===== src/rtl/clz_seq.sv =====
// Sequential leading-zero counter: one 16-bit CLZ unit is time-shared across
// the operand's 16-bit slices, scanning MSB slice first.

module clz16 (
    input  logic [15:0] i_data,
    output logic [3:0]  o_count
);
    // Lowest set bit is overwritten by higher ones; all-zero input yields 15.
    always_comb begin
        o_count = 4'd15;
        for (int i = 0; i < 16; i++) begin
            if (i_data[i]) o_count = 4'(15 - i);
        end
    end
endmodule

// Handshake: a transfer happens on a rising edge where valid && ready are both
// high; the producer holds its payload stable while valid is high and not yet
// accepted.
module clz_seq #(
    parameter int NSLICE = 4
) (
    input  logic                 i_clk,
    input  logic                 i_rst,
    input  logic                 i_valid,
    output logic                 o_ready,
    input  logic [16*NSLICE-1:0] i_data,
    output logic                 o_valid,
    input  logic                 i_ready,
    output logic [6:0]           o_count,
    output logic                 o_zero,
    output logic                 o_busy,
    output logic [1:0]           o_dbg_state
);
    localparam int W = 16 * NSLICE;

    typedef enum logic [1:0] {
        ST_IDLE = 2'd0,
        ST_SCAN = 2'd1,
        ST_DONE = 2'd2
    } state_t;

    state_t       state_q, state_d;
    logic [1:0]   idx_q, idx_d;
    logic [W-1:0] opnd_q, opnd_d;
    logic         valid_q, valid_d;
    logic [6:0]   count_q, count_d;
    logic         zero_q, zero_d;

    logic [15:0]  slice;
    logic [3:0]   slice_clz;
    logic         slice_nz;

    always_comb begin
        slice = 16'd0;
        for (int s = 0; s < NSLICE; s++) begin
            if (idx_q == 2'(s)) slice = opnd_q[W-1-16*s -: 16];
        end
    end

    assign slice_nz = |slice;

    clz16 u_clz16 (
        .i_data  (slice),
        .o_count (slice_clz)
    );

    always_comb begin
        state_d = state_q;
        idx_d   = idx_q;
        opnd_d  = opnd_q;
        valid_d = valid_q;
        count_d = count_q;
        zero_d  = zero_q;
        case (state_q)
            ST_IDLE: begin
                valid_d = 1'b0;
                if (i_valid) begin
                    opnd_d  = i_data;
                    idx_d   = 2'd0;
                    state_d = ST_SCAN;
                end
            end
            ST_SCAN: begin
                if (slice_nz) begin
                    // idx occupies bits [5:4], so this is 16*idx + clz.
                    count_d = {1'b0, idx_q, slice_clz};
                    zero_d  = 1'b0;
                    valid_d = 1'b1;
                    state_d = ST_DONE;
                end else if (idx_q == 2'(NSLICE - 1)) begin
                    count_d = 7'(W);
                    zero_d  = 1'b1;
                    valid_d = 1'b1;
                    state_d = ST_DONE;
                end else begin
                    idx_d = idx_q + 2'd1;
                end
            end
            ST_DONE: begin
                if (i_ready) begin
                    valid_d = 1'b0;
                    state_d = ST_IDLE;
                end
            end
            default: begin
                valid_d = 1'b0;
                state_d = ST_IDLE;
            end
        endcase
    end

    always_ff @(posedge i_clk or posedge i_rst) begin
        if (i_rst) begin
            state_q <= ST_IDLE;
            idx_q   <= 2'd0;
            opnd_q  <= '0;
            valid_q <= 1'b0;
            count_q <= 7'd0;
            zero_q  <= 1'b0;
        end else begin
            state_q <= state_d;
            idx_q   <= idx_d;
            opnd_q  <= opnd_d;
            valid_q <= valid_d;
            count_q <= count_d;
            zero_q  <= zero_d;
        end
    end

    assign o_ready     = (state_q == ST_IDLE);
    assign o_busy      = (state_q != ST_IDLE);
    assign o_valid     = valid_q;
    assign o_count     = count_q;
    assign o_zero      = zero_q;
    assign o_dbg_state = state_q;
endmodule


===== config.mk =====
export PLATFORM = sky130hd
export DESIGN_NAME = clz_seq
export DESIGN_NICKNAME = d
export VERILOG_FILES = /design/src/rtl/clz_seq.sv
export SDC_FILE = /design/constraint.sdc
export NUM_CORES = 1
export LEC_CHECK = 0
export ABC_AREA = 1
export CAP_MARGIN = 20
export CORE_ASPECT_RATIO = 1.1
export CORE_MARGIN = 5
export CORE_UTILIZATION = 52
export CTS_BUF_LIST = sky130_fd_sc_hd__clkbuf_4
export CTS_CLUSTER_SIZE = 30
export DETAILED_ROUTE_END_ITERATION = 7
export GPL_TIMING_DRIVEN = 0
export PLACE_DENSITY = 0.91
export SKIP_LAST_GASP = 1
export SLEW_MARGIN = 40
export SYNTH_ARGS = -nofsm -noshare
export SYNTH_HDL_FRONTEND = slang
export SYNTH_SLANG_ARGS = --single-unit

===== constraint.sdc =====
create_clock -name i_clk -period 3.69 [get_ports i_clk]
set_input_delay 0.9225 -clock i_clk [delete_from_list [all_inputs] [get_ports i_clk]]
set_output_delay 0.9225 -clock i_clk [all_outputs]
set_load 0.03 [all_outputs]

==> impl_metrics.tcl, run 1 <==
set metrics [dict create \
    place_congestion 0.933 \
    boundaryPins 81 \
    cp_max_fo 10 \
    diodes 0 \
    p_total_mw 3.15 \
    io_buffers 80 \
    drive_gt1_share_pct 21.3 \
    required_ns 3.97 \
    yosys.cell_types.count 27 \
    vdd_drop_max_mv 0.425 \
    clockBufferDepth 2 \
    timing.fmax_ghz 0.378 \
    synth_top_family_by_area "multiplexers" \
    finalCritPeriodShare_pct 71.6 \
    antenna_found_initial 0 \
    slew-limit-headroom_pct 56.6 \
    rsz0062_at_grt "false" \
    die_x_um 89.2 \
    vias 2881 \
    area_growth_pct 29.5 \
    synth.avg_cell_area_um2 10.3 \
    hold_ws_ns 0.496 \
    hpwl_um 6650 \
    place_ws_ns 0.720 \
    crit_type "flip-flop to flip-flop" \
    grt_pass1_vias 2980 \
    cts_setup_buffers 0 \
    max_cap_violations 0 \
    clk_latency_ns 0.42 \
    dr.pass1.iters 5 \
    rows 31 \
    htreeDepth 3 \
    finClkSkew_ns 0.0124 \
    wl_um 8740 \
    utilization_pct 69.7 \
    ys_ff_latch 76 \
    tightest_slew_ns 0.651 \
    grt_use_total_pct 20.8 \
    grt_max_degree 46 \
    root_buffer "clkbuf_4" \
    hp-class "flip-flop to flip-flop" \
    die_h_um 97.2 \
    yosysSeqAreaShare_pct 53.0 \
    p_per_area_nw_per_um2 678 \
    postSynthCellCount 350 \
    finalHoldViolCount 0 \
    cts_hold_buffers 0 \
    syn_area_um2 3590 \
    cp-start-kind "flip-flop" \
    final_common_cell "nand2_1" \
    post_cts_resized 0 \
    ant_nets 0 \
    cts.sinks 76 \
    routedWlPerCell_um 16.5 \
    synthSimpleGateAreaFrac_pct 13.2 \
    numCtsBuffers 9 \
    synthMuxAreaShare_pct 19.4 \
    synth-xor-area-share_pct 0 \
    syn_nets 422 \
    viasPerCell 5.45 \
    ys_warn_count 0 \
    slew_violations 0 \
    r2r_start "idx_q[0]" \
    p_leak_nw 2.12 \
    grt_pass1_wl_um 14000 \
    drcViolationCount 0 \
    initialDrtViolationCount 172 \
    status "completed" \
    min_period_ns 2.64 \
    cp.arrival_ns 2.93 \
    timing.final.ws_setup_ns 1.05 \
    synthTopCellsByArea "dfrtp_1 53%, mux2_2 19%, nand2_1 9.3%, a21oi_1 2.9%, nor2_1 2.1%" \
    die-area_um2 8670 \
    end_kind "flip-flop" \
    clk_pin_slew_ns 0.12 \
    synth_compound_area_share_pct 8.26 \
    cts_tree "done" \
    crit_start "idx_q[0]" \
    nNetsFinal 514 \
    mostFrequentLayoutCells "89 x nand2_1, 80 x clkdlybuf4s50_1, 76 x dfrtp_1" \
    setup_violations 0 \
    overflow 0 \
    core_um2 6670 \
    synth_fa_ha_area_share_pct 1.39 \
    netlist.area_leader.share_pct 53.0 \
    holdCritStartpoint "o_count[0]" \
    yosys.area.top_type "dfrtp_1" \
    initial_core_util_pct 53.8 \
]
[metal layers]
layer / routed length, um / global-route usage, % / up-vias / part of all wire [%]
li1: - / - / 1351 / -
met1: 3420 / 26.1 / 1393 / 39
met2: 4470 / 35.1 / 120 / 51
met3: 669 / 5.00 / 17 / 7.7
met4: 178 / 5.84 / 0 / 2.0
met5: 0 / 0 / - / 0
[through the flow]
step                cell area (um2)  instances  setup TNS [ns]
global route                   4650        529               0
detailed placement             4520        513               0
floorplan                      3590        350               0
global placement               4490        512          -19.80
CTS                            4650        529               0
finish                         4650        529               0
[registers in the layout, summed over array words and instances, names as in the netlist]
register	count
idx_q	2
o_count	6
o_dbg_state	2
o_valid	1
o_zero	1
opnd_q	64
[worst max-delay path, stage by stage, from the launching register on]
cell	delay [ns]
dfrtp_1	0.43
inv_1	0.11
ha_1	0.26
inv_1	0.10
clkbuf_1	0.40
nor2_1	0.09
o31ai_1	0.26
inv_1	0.08
nand2_1	0.12
nor2_1	0.07
nand2_2	0.09
o21ai_2	0.11
nand2_2	0.12
clkinv_2	0.12
nand2_1	0.07
o21ai_0	0.08
[cell usage after synthesis]
cell type and n:
o21a_1 1, clkinv_2 1, dfrtp_1 76, inv_1 19
buf_4 5, o21ai_0 14, nor2_1 20, o31ai_1 8
clkbuf_1 3, nand3b_1 1, nand2_1 89, buf_1 4
buf_2 4, a22o_1 2, ha_1 4, a21boi_1 1
nand2_2 2, or2_1 1, nor2_2 2, nand3_1 4
a31oi_1 1, nor3_1 1, o21ai_2 2, a21oi_1 21
mux2_2 62, o21ai_1 1, buf_6 1
[report_power, final]
group	switching [mW]	internal (mW)	total, mW
logic	0.591	0.616	1.21
clock network	0.285	0.208	0.492
registers	0.232	1.22	1.45
[worst paths after layout]
kind / endpoint / slack, ns / depth (start not counted)
hold reg to reg: o_count[0] / 0.50 / 2
setup reg to reg: o_count[2] / 1.05 / 15
setup / recovery: o_count[2] / 1.05 / 15
max in group asynchronous: opnd_q[9] / 2.33 / 3
hold / removal: o_count[0] / 0.50 / 2
min in group asynchronous: opnd_q[35] / 0.84 / 2
[cell type report]
| cell class | instances | area (um2) |
|---|---|---|
| Fill cell | 518 | 2020 |
| Sequential cell | 76 | 1900 |
| Tap cell | 82 | 103 |
| Timing Repair Buffer | 81 | 821 |
| Multi-Input combinational cell | 237 | 1520 |
| Clock buffer | 10 | 75.1 |
| Clock inverter | 6 | 55.1 |
| Inverter | 20 | 81.3 |
| Buffer | 17 | 95.1 |
[cell families (layout without fill, tap and decap cells)]
family / after synthesis / after routing
adder cells (fa/ha/maj): 4 / 4
multiplexers: 62 / 62
buffers and inverters: 37 / 134
AO/OA/AOI/OAI: 51 / 51
AND/OR/NAND/NOR: 120 / 120
flip-flops: 76 / 76
No activity file was read; power rests on OpenSTA's default activity.
==> run 2: changes to the inputs <==
clock period = 2.5 ns   (was 3.69 ns; I/O delays follow)
==> impl_metrics.tcl, run 2 (synthesized netlist as in run 1, its figures left out) <==
set metrics [dict create \
    io_buffers 80 \
    timing.fmax_ghz 0.411 \
    antenna_found_initial 0 \
    timing.final.ws_setup_ns 0.0691 \
    diodes 0 \
    cp.arrival_ns 2.76 \
    largest_register "opnd_q" \
    hpwl_um 6830 \
    drcViolationCount 0 \
    tns_ns 0 \
    boundaryPins 81 \
    cp_max_fo 10 \
    place_congestion 0.927 \
    vias 3047 \
    vdd_drop_max_mv 0.551 \
    overflow 0 \
    mostFrequentLayoutCells "85 x nand2_1, 80 x clkdlybuf4s50_1, 74 x dfrtp_1" \
    clk_pin_slew_ns 0.12 \
    grt_pass1_vias 3060 \
    htreeDepth 3 \
    crit_type "flip-flop to flip-flop" \
    p_leak_nw 2.18 \
    wl_um 9630 \
    min_period_ns 2.43 \
    layout.area.seq_um2 1900 \
    endpoint "o_count[1]" \
    cp-start-kind "flip-flop" \
    r2r-end "o_count[1]" \
    slew-limit-headroom_pct 57.8 \
    routedWlPerCell_um 17.9 \
    required_ns 2.83 \
    dr.pass1.iters 5 \
    p_comb_share_pct 42.4 \
    clk_latency_ns 0.45 \
    ant_nets 0 \
    finalCritPeriodShare_pct 97.2 \
    grt_pass1_wl_um 14500 \
    initial_core_util_pct 53.8 \
    rsz0062_at_grt "true" \
    met3_length_um 701 \
    whs_path_depth 2 \
    p_clk_share_pct 12.8 \
    root_buffer "clkbuf_4" \
    place_ws_ns -0.196 \
    timing.reg2reg.setup_slack_ns 0.07 \
    status "completed" \
    finalHoldViolCount 0 \
    placedCellCount 515 \
    largest_reg_flops 64 \
    drive_gt1_share_pct 29.2 \
    core_um2 6670 \
    finClkSkew_ns 0.0115 \
    postLayoutCellArea_um2 4910 \
    end_kind "flip-flop" \
    rows 31 \
    fill_cells 454 \
    cts.sinks 76 \
    dpl_cell_area_um2 4580 \
    p_int_mw 3.02 \
    p_sw_mw 1.79 \
    slew_violations 0 \
    power_frac_seq_pct 44.9 \
    cts_hold_buffers 0 \
    cts_tree "done" \
    setup_violations 0 \
    switching_share_pct 37.2 \
    initialDrtViolationCount 178 \
    grt_use_total_pct 22.0 \
    r2r_cells 13 \
    hp-class "flip-flop to flip-flop" \
    die_x_um 89.2 \
    die_h_um 97.2 \
    max_cap_violations 0 \
    tightest_slew_ns 0.633 \
    area_growth_pct 36.7 \
    final_common_cell "nand2_1" \
    dr_wl_met2_um 5000 \
    nNetsFinal 526 \
    multi_input_area_um2 1640 \
    die-area_um2 8670 \
    met1_length_um 3590 \
    numCtsBuffers 9 \
    grt_max_degree 27 \
    viasPerCell 5.66 \
    p_per_area_nw_per_um2 980 \
    r2r_start "idx_q[0]" \
    layout.cells.non_filler 538 \
    clockBufferDepth 2 \
    crit_start "idx_q[0]" \
    top_layer "met4" \
]
==> run 2: changes by cell type in the layout (fill, tap and decap cells not counted), moves of 4 or more <==
| cell | change |
|---|---|
| nand2_1 | -4 |
| ha_1 | -4 |
| a21oi_2 | +6 |
| buf_6 | +4 |
| o21ai_0 | -4 |
| a21oi_1 | -6 |
| buf_4 | +5 |
==> run 2: metrics by stage <==
step / hold WS, ns / power (mW) / util (%)
detailed placement: 0.459 / 3.94 / 68.7
global route: 0.531 / 5.09 / 73.6
global placement: 0.457 / 3.81 / 67.4
CTS: 0.484 / 4.56 / 70.9
finish: 0.497 / 4.81 / 73.6
floorplan: 0.474 / 3.31 / -
==> run 2: how the worst min path moves through the flow <==
stage	to	from
finish	o_valid	o_valid
global route	opnd_q[36]	i_rst
CTS	o_valid	o_valid
detailed placement	o_valid	o_valid
global placement	o_valid	o_valid
floorplan	opnd_q[12]	opnd_q[12]
==> run 2: area by class of cell <==
type	count	area share (%)
Clock buffer	10	1.53
Clock inverter	3	0.357
Tap cell	82	2.09
Sequential cell	76	38.8
Buffer	17	2.45
Multi-Input combinational cell	237	33.4
Timing Repair inverter	1	0.153
Timing Repair Buffer	92	19.5
Inverter	20	1.76
==> run 2: layer usage <==
layer	up-vias	GRT usage (%)
met1	1510	26.6
met5	-	0
met2	135	36.9
met3	34	5.34
met4	0	8.93
li1	1368	-
==> run 2: power by group through the flow <==
stage	logic, mW	clock network (mW)	registers, mW
3_3_place_gp	1.70	0	2.12
4_1_cts	1.82	0.610	2.12
3_5_place_dp	1.79	0	2.14
2_1_floorplan	1.20	0	2.11
5_1_grt	2.22	0.664	2.20
6_report	2.04	0.614	2.16
==> run 2: repair_timing <==
item,CTS,global route
gates cloned,0,2
setup endpoints to repair,11,12
resized for setup,14,38
pin swaps,0,11
buffers inserted,1,7
==> run 2: worst max-delay path, stage by stage (launching register included) <==
cell     delay [ns]
dfrtp_2        0.47
buf_6          0.14
ha_2           0.19
buf_6          0.14
a21oi_2        0.12
nand2_1        0.10
o21a_1         0.12
or2_1          0.24
nor2_2         0.15
nand2_2        0.12
o21ai_4        0.25
nor2_1         0.06
o21ai_0        0.13
nand2_1        0.08
==> run 3: changes to the inputs <==
CORE_UTILIZATION = 53   (was 52)
SYNTH_HIERARCHICAL = 1   (was default)
==> impl_metrics.tcl, run 3 <==
set metrics [dict create \
    final_common_cell "nand2_1" \
    slew-limit-headroom_pct 51.4 \
    postSynth.asyncResetShare_pct 100 \
    cts_tree "done" \
    r2r-end "o_count[1]" \
    holdCritStartpoint "o_valid" \
    core_um2 7090 \
    wl_um 9740 \
    power_frac_seq_pct 33.9 \
    boundaryPins 81 \
    worst-path-buf-inv 1 \
    cp.arrival_ns 1.71 \
    syn_area_um2 3880 \
    max_stage_delay_ns 0.71 \
    viasPerCell 5.29 \
    cp_max_fo 4 \
    tightest_slew_ns 0.729 \
    area_growth_pct 31.6 \
    crit_chain "nor2_1 > clkdlybuf4s50_1" \
    crit_type "flip-flop to output port" \
    finClkSkew_ns 0.0134 \
    synthTopCellsByArea "dfrtp_1 49%, mux2_2 16%, nand2_1 11%, nor2_1 4.7%, inv_1 3.6%" \
    synth.avg_cell_area_um2 9.04 \
    grt_pass1_vias 3336 \
    min_period_ns 2.33 \
    numCtsBuffers 9 \
    die_x_um 91.6 \
    drive_gt1_share_pct 22.7 \
    root_buffer "clkbuf_4" \
    overflow 0 \
    p_per_area_nw_per_um2 1240 \
    rows 32 \
    dr.pass1.iters 5 \
    routedWlPerCell_um 15.7 \
    hpwl_um 7250 \
    largest_register "opnd_q" \
    p_leak_nw 2.44 \
    ys_warn_count 6 \
    diodes 0 \
    grt_use_total_pct 22.0 \
    die-area_um2 9130 \
    whs_path_depth 2 \
    switching_share_pct 41.5 \
    clk_pin_slew_ns 0.11 \
    io_buffers 80 \
    htreeDepth 3 \
    end_kind "output port" \
    setup_violations 0 \
    timing.fmax_ghz 0.429 \
    clockBufferDepth 2 \
    slew_violations 0 \
    syn_nets 501 \
    finalHoldViolCount 0 \
    slowest_stage "clkdlybuf4s50_1" \
    crit_family "buffers and inverters" \
    antenna_found_initial 0 \
    max_cap_violations 0 \
    drcViolationCount 0 \
    place_congestion 0.863 \
    fill_cells 529 \
    p_total_mw 6.33 \
    p_int_mw 3.71 \
    vias 3272 \
    initial_core_util_pct 54.7 \
    die_h_um 99.7 \
    nNetsFinal 601 \
    mostFrequentLayoutCells "116 x nand2_1, 80 x clkdlybuf4s50_1, 74 x dfrtp_1" \
    multi_input_area_um2 1680 \
    r2r_start "idx_q[0]" \
    cts.sinks 76 \
    netlist.area_leader.share_pct 49.0 \
    p_clk_share_pct 13.2 \
    grt_max_degree 27 \
    hp-class "flip-flop to flip-flop" \
    p_sw_mw 2.63 \
    ys.flop_type "dfrtp_1" \
    clk_latency_ns 0.41 \
    required_ns 1.88 \
    synth_common_cells "116 x nand2_1, 76 x dfrtp_1, 54 x mux2_2" \
    hold_ws_ns 0.491 \
    p_comb_share_pct 52.9 \
    min_to "o_valid" \
    cts_hold_buffers 0 \
    status "completed" \
    yosys.cell_types.count 24 \
    synth.most_common_cell "nand2_1" \
    ys_ff_latch 76 \
    vdd_drop_max_mv 0.599 \
    cp-start-kind "flip-flop" \
    yosys.area.top_type "dfrtp_1" \
    yosysSeqAreaShare_pct 49.0 \
    timing.reg2reg.setup_slack_ns 0.20 \
    largest_reg_flops 64 \
    postSynthCellCount 429 \
    finalCritPeriodShare_pct 93.2 \
    r2r_cells 17 \
    synth-edff-count 0 \
    layout.area.seq_um2 1900 \
    ant_nets 0 \
    grt_pass1_wl_um 15900 \
    initialDrtViolationCount 240 \
]
run 3: area by class of cell:
class                           instances  area share, %
Buffer                                 19           2.70
Clock buffer                            9           1.32
Clock inverter                          7           1.79
Inverter                               44           3.63
Multi-Input combinational cell        290           32.9
Sequential cell                        76           37.3
Tap cell                               85           2.08
Timing Repair Buffer                   89           18.3
run 3: worst max path at each step:
stage	from	endpoint	slack, ns	depth (start not counted)
floorplan	o_dbg_state[1]	opnd_q[54]	0.49	5
finish	o_dbg_state[1]	o_ready	0.17	2
detailed placement	idx_q[0]	o_count[0]	0.16	21
CTS	idx_q[0]	o_count[0]	0.12	21
global placement	i_rst	opnd_q[3]	0.19	2
global route	idx_q[0]	o_count[0]	-0.04	24
run 3: what timing repair did:
action	in CTS	in global routing
endpoints found under the setup margin	0	1
setup buffers	0	6
gates resized for setup	0	10
run 3: logic make-up after synthesis:
family,count (synthesis),synth area share (%)
buf+inv,63,7.97
simple gates,196,20.8
mux,54,15.7
fa+ha+maj,4,1.29
flops,76,49.0
compound gates,36,5.22
run 3: power by group through the flow:
stage	clock, mW	combinational, mW	sequential, mW
floorplan	0	2.25	2.15
global route	0.897	3.71	2.21
detailed placement	0	3.14	2.16
global placement	0	3.01	2.13
finish	0.835	3.35	2.15
CTS	0.850	3.15	2.14
run 3: per-stage QoR:
step | instance area (um2) | utilization (%) | cells | TNS, ns | setup WS, ns
after floorplan | 3880 | - | 429 | 0 | 0.489
after global placement | 4790 | 67.6 | 594 | 0 | 0.191
after detailed placement | 4870 | 68.7 | 597 | 0 | 0.159
after CTS | 5020 | 70.9 | 613 | 0 | 0.123
after global routing | 5110 | 72.1 | 619 | -0.0366 | -0.0366
final | 5110 | 72.1 | 619 | 0 | 0.170
run 3: worst reg2reg max path, delay by kind of cell (launching register included):
kind	cells	cell delay [ns]
buffers and inverters	5	0.52
adder cells (fa/ha/maj)	1	0.16
flip-flops	1	0.48
AND/OR/NAND/NOR	9	0.76
AO/OA/AOI/OAI	2	0.35
run 3: routing by layer:
| metal | part of all wire (%) | global-route usage (%) | routed length [um] |
|---|---|---|---|
| met1 | 40 | 26.5 | 3860 |
| met2 | 52 | 38.7 | 5040 |
| met3 | 6.2 | 3.93 | 607 |
| met4 | 2.4 | 8.93 | 229 |
| met5 | 0 | 0 | 0 |
